<file path="src/rtl/vga_pkg.sv">
// Shared definitions for the VGA frame generator: default 640x480@60 timing,
// the 24-bit colour type and the eight colour-bar constants.
package vga_pkg;

  localparam int DEF_DIV    = 2;
  localparam int DEF_H_VIS  = 640;
  localparam int DEF_H_FP   = 16;
  localparam int DEF_H_SYNC = 96;
  localparam int DEF_H_BP   = 48;
  localparam int DEF_V_VIS  = 480;
  localparam int DEF_V_FP   = 10;
  localparam int DEF_V_SYNC = 2;
  localparam int DEF_V_BP   = 33;
  localparam int DEF_CW     = 10;
  localparam int DEF_BOX_W  = 32;
  localparam int DEF_BOX_H  = 32;

  typedef logic [23:0] color_t;

  // Bar k lights R/G/B from bits 2/1/0 of k
  localparam color_t BAR_0 = 24'h000000;
  localparam color_t BAR_1 = 24'h0000FF;
  localparam color_t BAR_2 = 24'h00FF00;
  localparam color_t BAR_3 = 24'h00FFFF;
  localparam color_t BAR_4 = 24'hFF0000;
  localparam color_t BAR_5 = 24'hFF00FF;
  localparam color_t BAR_6 = 24'hFFFF00;
  localparam color_t BAR_7 = 24'hFFFFFF;

  function automatic color_t bar_color(input logic [2:0] k);
    color_t c;
    case (k)
      3'd0:    c = BAR_0;
      3'd1:    c = BAR_1;
      3'd2:    c = BAR_2;
      3'd3:    c = BAR_3;
      3'd4:    c = BAR_4;
      3'd5:    c = BAR_5;
      3'd6:    c = BAR_6;
      3'd7:    c = BAR_7;
      default: c = BAR_0;
    endcase
    return c;
  endfunction

endpackage

</file>
<file path="src/rtl/vga_tick_div.sv">
// Clock-enable divider: registered tick, high for one clk every DIV clks.
// The first tick appears DIV-1 clks after reset release.
module vga_tick_div #(
  parameter int DIV = 2
) (
  input  logic clk,
  input  logic rst,
  output logic tick
);

  localparam int DW = (DIV > 1) ? $clog2(DIV) : 1;
  localparam logic [DW-1:0] LAST = DW'(DIV - 1);

  logic [DW-1:0] cnt_r;
  logic [DW-1:0] cnt_next_s;

  // Next divider count, wrapping at the terminal count
  always_comb begin
    cnt_next_s = cnt_r;
    if (cnt_r == LAST) begin
      cnt_next_s = '0;
    end else begin
      cnt_next_s = cnt_r + DW'(1);
    end
  end

  // Divider state and registered tick (tick marks the terminal-count cycle)
  always_ff @(posedge clk or negedge rst) begin
    if (!rst) begin
      cnt_r <= '0;
      tick  <= 1'b0;
    end else begin
      cnt_r <= cnt_next_s;
      tick  <= (cnt_r == LAST);
    end
  end

endmodule

</file>
<file path="src/rtl/vga_frame_gen.sv">
// Parametrised VGA frame generator: pixel tick, h/v timing, box over
// background with frame-synchronous shadow update, registered outputs.
// Optional feature macro: VGA_TEST_PATTERN_EN (8 colour bars when mode = 1).
module vga_frame_gen
  import vga_pkg::*;
#(
  parameter int   DIV    = DEF_DIV,
  parameter int   H_VIS  = DEF_H_VIS,
  parameter int   H_FP   = DEF_H_FP,
  parameter int   H_SYNC = DEF_H_SYNC,
  parameter int   H_BP   = DEF_H_BP,
  parameter int   V_VIS  = DEF_V_VIS,
  parameter int   V_FP   = DEF_V_FP,
  parameter int   V_SYNC = DEF_V_SYNC,
  parameter int   V_BP   = DEF_V_BP,
  parameter logic H_POL  = 1'b0,
  parameter logic V_POL  = 1'b0,
  parameter int   CW     = DEF_CW,
  parameter int   BOX_W  = DEF_BOX_W,
  parameter int   BOX_H  = DEF_BOX_H
) (
  input  logic          clk,
  input  logic          rst,
  input  logic [CW-1:0] box_x,
  input  logic [CW-1:0] box_y,
  input  logic [23:0]   color_fg,
  input  logic [23:0]   color_bg,
  input  logic          mode,
  output logic          hSync,
  output logic          vSync,
  output logic          bright,
  output logic          countEn,
  output logic [23:0]   rgb,
  output logic [CW-1:0] hCount,
  output logic [CW-1:0] vCount,
  output logic          frameStart
);

  localparam int H_TOTAL = H_VIS + H_FP + H_SYNC + H_BP;
  localparam int V_TOTAL = V_VIS + V_FP + V_SYNC + V_BP;
  localparam int WW      = CW + 1;

  localparam logic [CW-1:0] H_LAST     = CW'(H_TOTAL - 1);
  localparam logic [CW-1:0] V_LAST     = CW'(V_TOTAL - 1);
  localparam logic [WW-1:0] H_VIS_W    = WW'(H_VIS);
  localparam logic [WW-1:0] V_VIS_W    = WW'(V_VIS);
  localparam logic [WW-1:0] HS_START_W = WW'(H_VIS + H_FP);
  localparam logic [WW-1:0] HS_END_W   = WW'(H_VIS + H_FP + H_SYNC);
  localparam logic [WW-1:0] VS_START_W = WW'(V_VIS + V_FP);
  localparam logic [WW-1:0] VS_END_W   = WW'(V_VIS + V_FP + V_SYNC);
  localparam logic [WW-1:0] BOX_W_W    = WW'(BOX_W);
  localparam logic [WW-1:0] BOX_H_W    = WW'(BOX_H);

  logic [CW-1:0] h_r, v_r, h_next_s, v_next_s;
  logic [WW-1:0] h_w_s, v_w_s;
  logic          frame_end_s;
  logic [CW-1:0] sh_box_x_r, sh_box_y_r;
  color_t        sh_fg_r, sh_bg_r;
  logic          bright_s, hs_act_s, vs_act_s, in_box_s;
  color_t        pix_s;

  vga_tick_div #(.DIV(DIV)) u_tick (
    .clk  (clk),
    .rst  (rst),
    .tick (countEn)
  );

  // Widened coordinates so box/sync compares never wrap
  assign h_w_s = {1'b0, h_r};
  assign v_w_s = {1'b0, v_r};

  // Next raster position; the last tick of the frame also flags the shadow load
  always_comb begin
    h_next_s    = h_r;
    v_next_s    = v_r;
    frame_end_s = 1'b0;
    if (countEn) begin
      if (h_r == H_LAST) begin
        h_next_s = '0;
        if (v_r == V_LAST) begin
          v_next_s    = '0;
          frame_end_s = 1'b1;
        end else begin
          v_next_s = v_r + CW'(1);
        end
      end else begin
        h_next_s = h_r + CW'(1);
      end
    end else begin
      h_next_s = h_r;
    end
  end

  // Raster counters
  always_ff @(posedge clk or negedge rst) begin
    if (!rst) begin
      h_r <= '0;
      v_r <= '0;
    end else begin
      h_r <= h_next_s;
      v_r <= v_next_s;
    end
  end

  // Shadow copies of the drawing inputs, refreshed only at frame end
  always_ff @(posedge clk or negedge rst) begin
    if (!rst) begin
      sh_box_x_r <= '0;
      sh_box_y_r <= '0;
      sh_fg_r    <= 24'h000000;
      sh_bg_r    <= 24'h000000;
    end else if (frame_end_s) begin
      sh_box_x_r <= box_x;
      sh_box_y_r <= box_y;
      sh_fg_r    <= color_fg;
      sh_bg_r    <= color_bg;
    end else begin
      sh_box_x_r <= sh_box_x_r;
    end
  end

`ifdef VGA_TEST_PATTERN_EN
  localparam int BAR_W = H_VIS / 8;
  localparam int BPW   = (BAR_W > 1) ? $clog2(BAR_W) : 1;
  localparam logic [BPW-1:0] BAR_LAST = BPW'(BAR_W - 1);

  logic           sh_mode_r;
  logic [BPW-1:0] bar_px_r;
  logic [2:0]     bar_idx_r;

  // Shadow copy of the mode select
  always_ff @(posedge clk or negedge rst) begin
    if (!rst) begin
      sh_mode_r <= 1'b0;
    end else if (frame_end_s) begin
      sh_mode_r <= mode;
    end else begin
      sh_mode_r <= sh_mode_r;
    end
  end

  // Bar counter: steps every BAR_W visible pixels, cleared for the next h = 0
  always_ff @(posedge clk or negedge rst) begin
    if (!rst) begin
      bar_px_r  <= '0;
      bar_idx_r <= 3'd0;
    end else if (countEn) begin
      if (h_r == H_LAST) begin
        bar_px_r  <= '0;
        bar_idx_r <= 3'd0;
      end else if (h_w_s < H_VIS_W) begin
        if (bar_px_r == BAR_LAST) begin
          bar_px_r  <= '0;
          bar_idx_r <= bar_idx_r + 3'd1;
        end else begin
          bar_px_r  <= bar_px_r + BPW'(1);
        end
      end else begin
        bar_px_r <= bar_px_r;
      end
    end else begin
      bar_px_r <= bar_px_r;
    end
  end
`else
  logic unused_mode_s;
  assign unused_mode_s = mode;
`endif

  // Decode the current position into sync, visibility and pixel colour
  always_comb begin
    bright_s = (h_w_s < H_VIS_W) && (v_w_s < V_VIS_W);
    hs_act_s = (h_w_s >= HS_START_W) && (h_w_s < HS_END_W);
    vs_act_s = (v_w_s >= VS_START_W) && (v_w_s < VS_END_W);
    in_box_s = (h_w_s >= {1'b0, sh_box_x_r}) && (h_w_s < ({1'b0, sh_box_x_r} + BOX_W_W)) &&
               (v_w_s >= {1'b0, sh_box_y_r}) && (v_w_s < ({1'b0, sh_box_y_r} + BOX_H_W));
    pix_s    = 24'h000000;
    if (!bright_s) begin
      pix_s = 24'h000000;
`ifdef VGA_TEST_PATTERN_EN
    end else if (sh_mode_r) begin
      pix_s = bar_color(bar_idx_r);
`endif
    end else if (in_box_s) begin
      pix_s = sh_fg_r;
    end else begin
      pix_s = sh_bg_r;
    end
  end

  // Output stage: capture the decode on each tick, so all outputs lag by one pixel
  always_ff @(posedge clk or negedge rst) begin
    if (!rst) begin
      hSync      <= ~H_POL;
      vSync      <= ~V_POL;
      bright     <= 1'b0;
      rgb        <= 24'h000000;
      hCount     <= '0;
      vCount     <= '0;
      frameStart <= 1'b0;
    end else begin
      frameStart <= countEn && (h_r == '0) && (v_r == '0);
      if (countEn) begin
        hSync  <= hs_act_s ? H_POL : ~H_POL;
        vSync  <= vs_act_s ? V_POL : ~V_POL;
        bright <= bright_s;
        rgb    <= pix_s;
        hCount <= h_r;
        vCount <= v_r;
      end else begin
        rgb <= rgb;
      end
    end
  end

endmodule

</file>
<file path="config.mk">
export PLATFORM = sky130hd
export DESIGN_NAME = vga_frame_gen
export DESIGN_NICKNAME = d
export VERILOG_FILES = /design/src/rtl/vga_pkg.sv /design/src/rtl/vga_tick_div.sv /design/src/rtl/vga_frame_gen.sv
export SDC_FILE = /design/constraint.sdc
export NUM_CORES = 1
export LEC_CHECK = 0
export CORE_ASPECT_RATIO = 1.4
export CORE_MARGIN = 10
export CORE_UTILIZATION = 48
export DETAILED_ROUTE_END_ITERATION = 7
export GPL_TIMING_DRIVEN = 1
export PLACE_DENSITY = 0.81
export SYNTH_ARGS = -nofsm -noshare
export SYNTH_HDL_FRONTEND = slang
export SYNTH_SLANG_ARGS = --single-unit
</file>
<file path="constraint.sdc">
create_clock -name clk -period 2.3 [get_ports clk]
set_input_delay 0.46 -clock clk [delete_from_list [all_inputs] [get_ports clk]]
set_output_delay 0.46 -clock clk [all_outputs]
set_load 0.01 [all_outputs]
</file>
# Word-level counts from Yosys, hierarchy flattened
# Index checks and enable logic that the tools add are counted.
dict set report totals {
  n_memories 0
  regBits 138
  in_bits 71
  romBits 0
  latch_bits 0
  ramBits 0
  output_inout_bits 49
}
dict set report op_classes {
  eq_ne 2
  muxes 10
  n_bitwise 0
  shifts 0
  reduce_logical 11
  n_mul 0
  n_div 0
  addsub 5
  order_cmp 10
}
# op n
set ops {}
lappend ops {{24-bit two-way mux} 2}
lappend ops {{10-bit by 6-bit adder with 11-bit output (second input constant)} 2}
lappend ops {{10-bit by 11-bit less-than comparator with 1-bit output} 2}
lappend ops {{10-bit by 1-bit adder with 10-bit output (second input constant)} 2}
lappend ops {{10-bit equality test (second input constant)} 2}
lappend ops {{10-bit >= comparator} 2}
lappend ops {{10-bit zero test} 2}
lappend ops {{10-bit less-than comparator (second input constant)} 2}
lappend ops {{10-bit by 9-bit less-than comparator with 1-bit output (second input constant)} 2}
lappend ops {{10-bit two-way mux} 2}
lappend ops {{10-bit >= comparator (second input constant)} 1}
lappend ops {{10-bit by 9-bit >= comparator with 1-bit output (second input constant)} 1}
lappend ops {{1-bit logical AND} 8}
lappend ops {{1-bit two-way mux} 6}
lappend ops {{2-bit AND reduction} 1}
lappend ops {{1-bit adder (second input constant)} 1}

# Longest topological paths before layout
# Gate-level depths: netlist (run 1).
dict set report logic_depth {
  word_depth 7
  ltp_mapped 11
}

# Modules after synthesis
# Synthesis (run 1) repeated with hierarchy kept, for this count alone.
dict set report unflattened {
  hier_cells 648
  hier_area_um2 6912.9
}
# mod cells_each area_per_inst_um2 instances
set by_module_without_submodules {}
lappend by_module_without_submodules {vga_frame_gen 645 6859.1 1}
lappend by_module_without_submodules {vga_tick_div 3 53.8 1}

# Least setup slack after synthesis (run 1)
# No wires, ideal clock.
dict set report synth_path {
  kind {reg-to-reg}
  start {register h_r[9]}
  end {register rgb[18]}
  synth_period_minus_slack_ps 2317
  path_buffers 2
  setup_ps 69
  setup_slack_ps -17
  stages_incl_launch_ff 9
  t_arrival_ps 2248
  path_cell_list {dfrtp_1 ha_1 nand4_1 or3_1 a22o_1 buf_6 buf_6 or4_1 nand3_1}
}
dict set report synth_via {
  elab_chain_cells 6
}
# item line_no
set synth_lines {}
lappend synth_lines {{from (decl)} vga_frame_gen.sv:54} ;# logic [CW-1:0] h_r, v_r, h_next_s, v_next_s;
lappend synth_lines {{from (signal assigned)} vga_frame_gen.sv:100} ;# h_r <= h_next_s;
lappend synth_lines {{10-bit by 11-bit less-than comparator with 1-bit output or 10-bit >= comparator (tied branches)} vga_frame_gen.sv:175} ;# in_box_s = (h_w_s >= {1'b0, sh_box_x_r}) && (h_w_s < ({1'b0, sh_box_x_r} + BOX_W_W)) &&
lappend synth_lines {{1-bit logical AND (2 in a row)} vga_frame_gen.sv:175}
lappend synth_lines {{1-bit logical AND} vga_frame_gen.sv:176} ;# (v_w_s >= {1'b0, sh_box_y_r}) && (v_w_s < ({1'b0, sh_box_y_r} + BOX_H_W));
lappend synth_lines {{24-bit two-way mux} vga_frame_gen.sv:184} ;# end else if (in_box_s) begin
lappend synth_lines {{24-bit two-way mux *} vga_frame_gen.sv:178} ;# if (!bright_s) begin
lappend synth_lines {{to (signal assigned)} vga_frame_gen.sv:207} ;# rgb <= pix_s;
lappend synth_lines {{to (signal assigned)} vga_frame_gen.sv:211} ;# rgb <= rgb;
lappend synth_lines {{to (decl)} vga_frame_gen.sv:33} ;# output logic [23:0] rgb,
# Mark *: on every way between the ends. The rest lies on a longest branch, timed or not.
# A chain may end at the register's enable or synchronous reset.

# Worst setup path in the final report (run 1)
dict set report layout_path {
  start {register sh_box_x_r[6]}
  end {register rgb[20]}
}
dict set report layout_via {
  elab_chain_cells 7
}
# item line_no
set layout_lines {}
lappend layout_lines {{from (decl)} vga_frame_gen.sv:57} ;# logic [CW-1:0] sh_box_x_r, sh_box_y_r;
lappend layout_lines {{from (signal assigned)} vga_frame_gen.sv:113} ;# sh_box_x_r <= box_x;
lappend layout_lines {{from (signal assigned)} vga_frame_gen.sv:118} ;# sh_box_x_r <= sh_box_x_r;
lappend layout_lines {{10-bit by 6-bit adder with 11-bit output} vga_frame_gen.sv:175}
lappend layout_lines {{10-bit by 11-bit less-than comparator with 1-bit output} vga_frame_gen.sv:175}
lappend layout_lines {{1-bit logical AND * (2 in a row)} vga_frame_gen.sv:175}
lappend layout_lines {{1-bit logical AND *} vga_frame_gen.sv:176}
lappend layout_lines {{24-bit two-way mux *} vga_frame_gen.sv:184}
lappend layout_lines {{24-bit two-way mux *} vga_frame_gen.sv:178}
# Marked as above.

==> qor.yml, run 1 <==
placement:
  pre_cts_ws_ns: -0.377
  dp_cells: 978
  hpwl_mm: 13.7
  globalplace.congestion: 0.899
  numPortBuffers: 118
yosys:
  synth_seq_area_share_pct: 50.1
  synth-edff-count: 0
  yosys-top-cells-count: "dfrtp_1, nand2_1, o21ai_1"
  ys_async_sr_fraction_pct: 100
  ys_seq_elements: 138
  syn_inst: 646
  yosys.area.top_type_share_pct: 49.3
  synth_most_common_cell: "dfrtp_1"
  synth_ff_type: "dfrtp_1"
  yosysTopAreaCell: "dfrtp_1"
  synthTopCellsByArea: "dfrtp_1, mux2_1, ha_1, o21ai_1, mux2_2"
  syn_area_um2: 6900
  syn_avg_cell_area_um2: 10.7
  synth.distinct_cells: 46
  yosysWarnings: 0
  synth_nets: 753
sta:
  clock_skew_ns: 0.0114
  fin_crit_sh_pct: 112
  setup_slack_ns: -0.267
  rsz0062_at_grt: "yes"
  tightest_slew_ns: 0.455
  finalHoldViolCount: 0
  finalSetupViolations: 24
  max_freq_mhz: 390
  slew_headroom_pct: 69.7
  setup_tns_ns: -5.32
  slew_viol_final: 0
  min_period_ns: 2.57
setup_path:
  crit_slowest_cell: "or4_4"
  startpoint_type: "flip-flop"
  arrival_ns: 2.92
  required_ns: 2.65
  end_kind: "flip-flop"
  worst-path-max-fanout: 6
  r2r_end: "rgb[20]$_DFFE_PN0P_"
  path_cells: "inv_2 -> ha_4 -> nand4_1 -> a211oi_2 -> a2111oi_2 -> a22o_4 -> clkbuf_16 -> or4_4 -> nand3_2"
  timing.rr.start: "sh_box_x_r[6]$_DFFE_PN0P_"
  critPathKind: "flip-flop to flip-flop"
  reg2reg_slack_ns: -0.27
  rr_worst_depth: 9
  cp_slowest_stage_delay_ns: 0.55
clock_tree:
  cts_num_sinks: 138
  numCtsBuffers: 17
  path_clk_slew_ns: 0.06
  cts_max_level: 4
  clk_path_buf_depth: 2
  cts-root-buf: "clkbuf_16"
  clk_latency_ns: 0.42
  cts_tree: "built"
outcome:
  violations: "negative setup slack"
  status: "finished with violations"
hold_path:
  worstHoldStart: "u_tick.cnt_r$_DFF_PN0_"
  whs_endpoint: "u_tick.tick$_DFF_PN0_"
  holdPathStages: 0
  hp-class: "flip-flop to flip-flop"
global_route:
  grt_pass1_vias: 6589
  grt_max_degree: 50
  antenna_found_initial: 0
  grt-ovfl-total: 0
  grt_usage_pct: 21.5
  grt_pass1_wl_mm: 33.9
final_layout:
  diodes: 0
  final_cells: 1046
  nets: 955
  drive_gt1_share_pct: 26.9
  top_regs: "rgb (24), sh_bg_r (24), sh_fg_r (24)"
  syn2layout_area_growth_pct: 47.6
floorplan:
  row_count: 51
  ios: 120
  core_um2: 14000
  dieArea_um2: 19600
  start_util_pct: 49.2
  die_w_um: 121
  die_h_um: 162
drt:
  drtIter0Drc: 500
  drt_first_pass_iters: 5
  drc: 0
  ant_nets: 0
  route.vias.total: 6181
  vias_per_cell: 5.91
  wl_per_cell_um: 21.1
  detail_route.wirelength_mm: 22.0
pwr:
  leakagePower_nw: 4.82
  p_total_mw: 5.35
  p_per_area_nw_per_um2: 525
  irDropWorstVdd_uv: 406
run:
  cap_violations: 0
kinds of logic (layout without fill, tap and decap cells):
family / count (synthesis) / in the layout / synth area share, %
adder cells (fa/ha/maj): 36 / 36 / 6.53
AO/OA/AOI/OAI: 117 / 122 / 10.2
XOR/XNOR: 16 / 16 / 2.03
AND/OR/NAND/NOR: 202 / 202 / 15.4
flip-flops: 138 / 138 / 50.1
buffers and inverters: 66 / 276 / 4.19
multiplexers: 71 / 71 / 11.6
final cells by class:
class / instances / area, um^2
multi-input combinational: 447 / 3630
tap: 185 / 231
sequential: 138 / 3460
fill: 931 / 3850
clock inverter: 15 / 164
timing repair buffer: 216 / 2170
clock buffer: 17 / 425
inverter: 28 / 105
cell usage in the layout (no fill, tap or decap), types with 20 or more instances in the layout:
cell type	netlist	routed
o21ai_1	53	50
and2_1	25	24
mux2_2	21	21
buf_4	3	76
inv_1	27	23
clkdlybuf4s50_1	0	117
nand3_1	36	20
dfrtp_1	136	131
a22oi_1	24	22
ha_1	36	26
mux2_1	50	50
nand2_1	63	63
metal layers:
layer | share of wire, % | track usage [%] | wire length (um) | vias up
li1 | - | - | - | 2735
met4 | 4.6 | 9.57 | 1000 | 0
met1 | 36 | 23.7 | 7990 | 3017
met2 | 52 | 37.6 | 11400 | 331
met5 | 0 | 0 | 0 | -
met3 | 7.6 | 5.45 | 1680 | 98
worst max path at each step:
| stage | slack, ns | end | from | depth (start not counted) |
|---|---|---|---|---|
| 2_1_floorplan | 0.002 | rgb[7]$_DFFE_PN0P_ | h_r[7]$_DFFE_PN0P_ | 8 |
| 3_3_place_gp | -0.25 | rgb[3]$_DFFE_PN0P_ | sh_box_x_r[7]$_DFFE_PN0P_ | 10 |
| 3_5_place_dp | -0.38 | rgb[8]$_DFFE_PN0P_ | sh_box_x_r[5]$_DFFE_PN0P_ | 9 |
| 4_1_cts | -0.17 | rgb[8]$_DFFE_PN0P_ | sh_box_x_r[6]$_DFFE_PN0P_ | 8 |
| 5_1_grt | -0.27 | rgb[20]$_DFFE_PN0P_ | sh_box_x_r[7]$_DFFE_PN0P_ | 8 |
| 6_report | -0.27 | rgb[20]$_DFFE_PN0P_ | sh_box_x_r[6]$_DFFE_PN0P_ | 9 |
what timing repair did:
item | in CTS | in global routing
pin swaps | 12 | 41
hold endpoints to repair | 43 | 0
gates cloned | 8 | 2
hold buffers | 1 | 0
endpoints found under the setup margin | 24 | 26
buffers inserted | 19 | 8
gates resized for setup | 41 | 45
worst max-delay path, delay by kind of cell, from the launching register on:
kind,cells,cell delay [ns]
AOI/OAI and AO/OA,3,0.78
adders and majority gates,1,0.26
buffers and inverters,2,0.25
DFF,1,0.41
and+or+nand+nor,3,0.80
power breakdown:
part	switching [mW]	internal [mW]	total, mW
clock	1.13	1.61	2.74
combinational	0.0673	0.111	0.178
sequential	0	2.43	2.43
through the flow:
| stage | area, um^2 | util, % | hold slack [ns] |
|---|---|---|---|
| 4_1_cts | 9880 | 70.4 | 0.393 |
| 6_report | 10200 | 72.5 | 0.415 |
| 2_1_floorplan | 6920 | - | 0.164 |
| 3_5_place_dp | 8780 | 62.5 | 0.367 |
| 5_1_grt | 10200 | 72.5 | 0.405 |
| 3_3_place_gp | 8780 | 62.5 | 0.362 |
(Power assumes the default switching activity.)
==> run 2, diff against run 1 <==
Settings changed: GPL_ROUTABILITY_DRIVEN set to 1.
==> results of run 2 <==
Same layout as run 1: the final DEF is identical, and so are final timing and power.
==> run 3, diff against run 2 <==
Settings changed: CTS_CLUSTER_SIZE set to 25.
==> results of run 3 <==
Same layout as run 1: the final DEF is identical, and so are final timing and power.
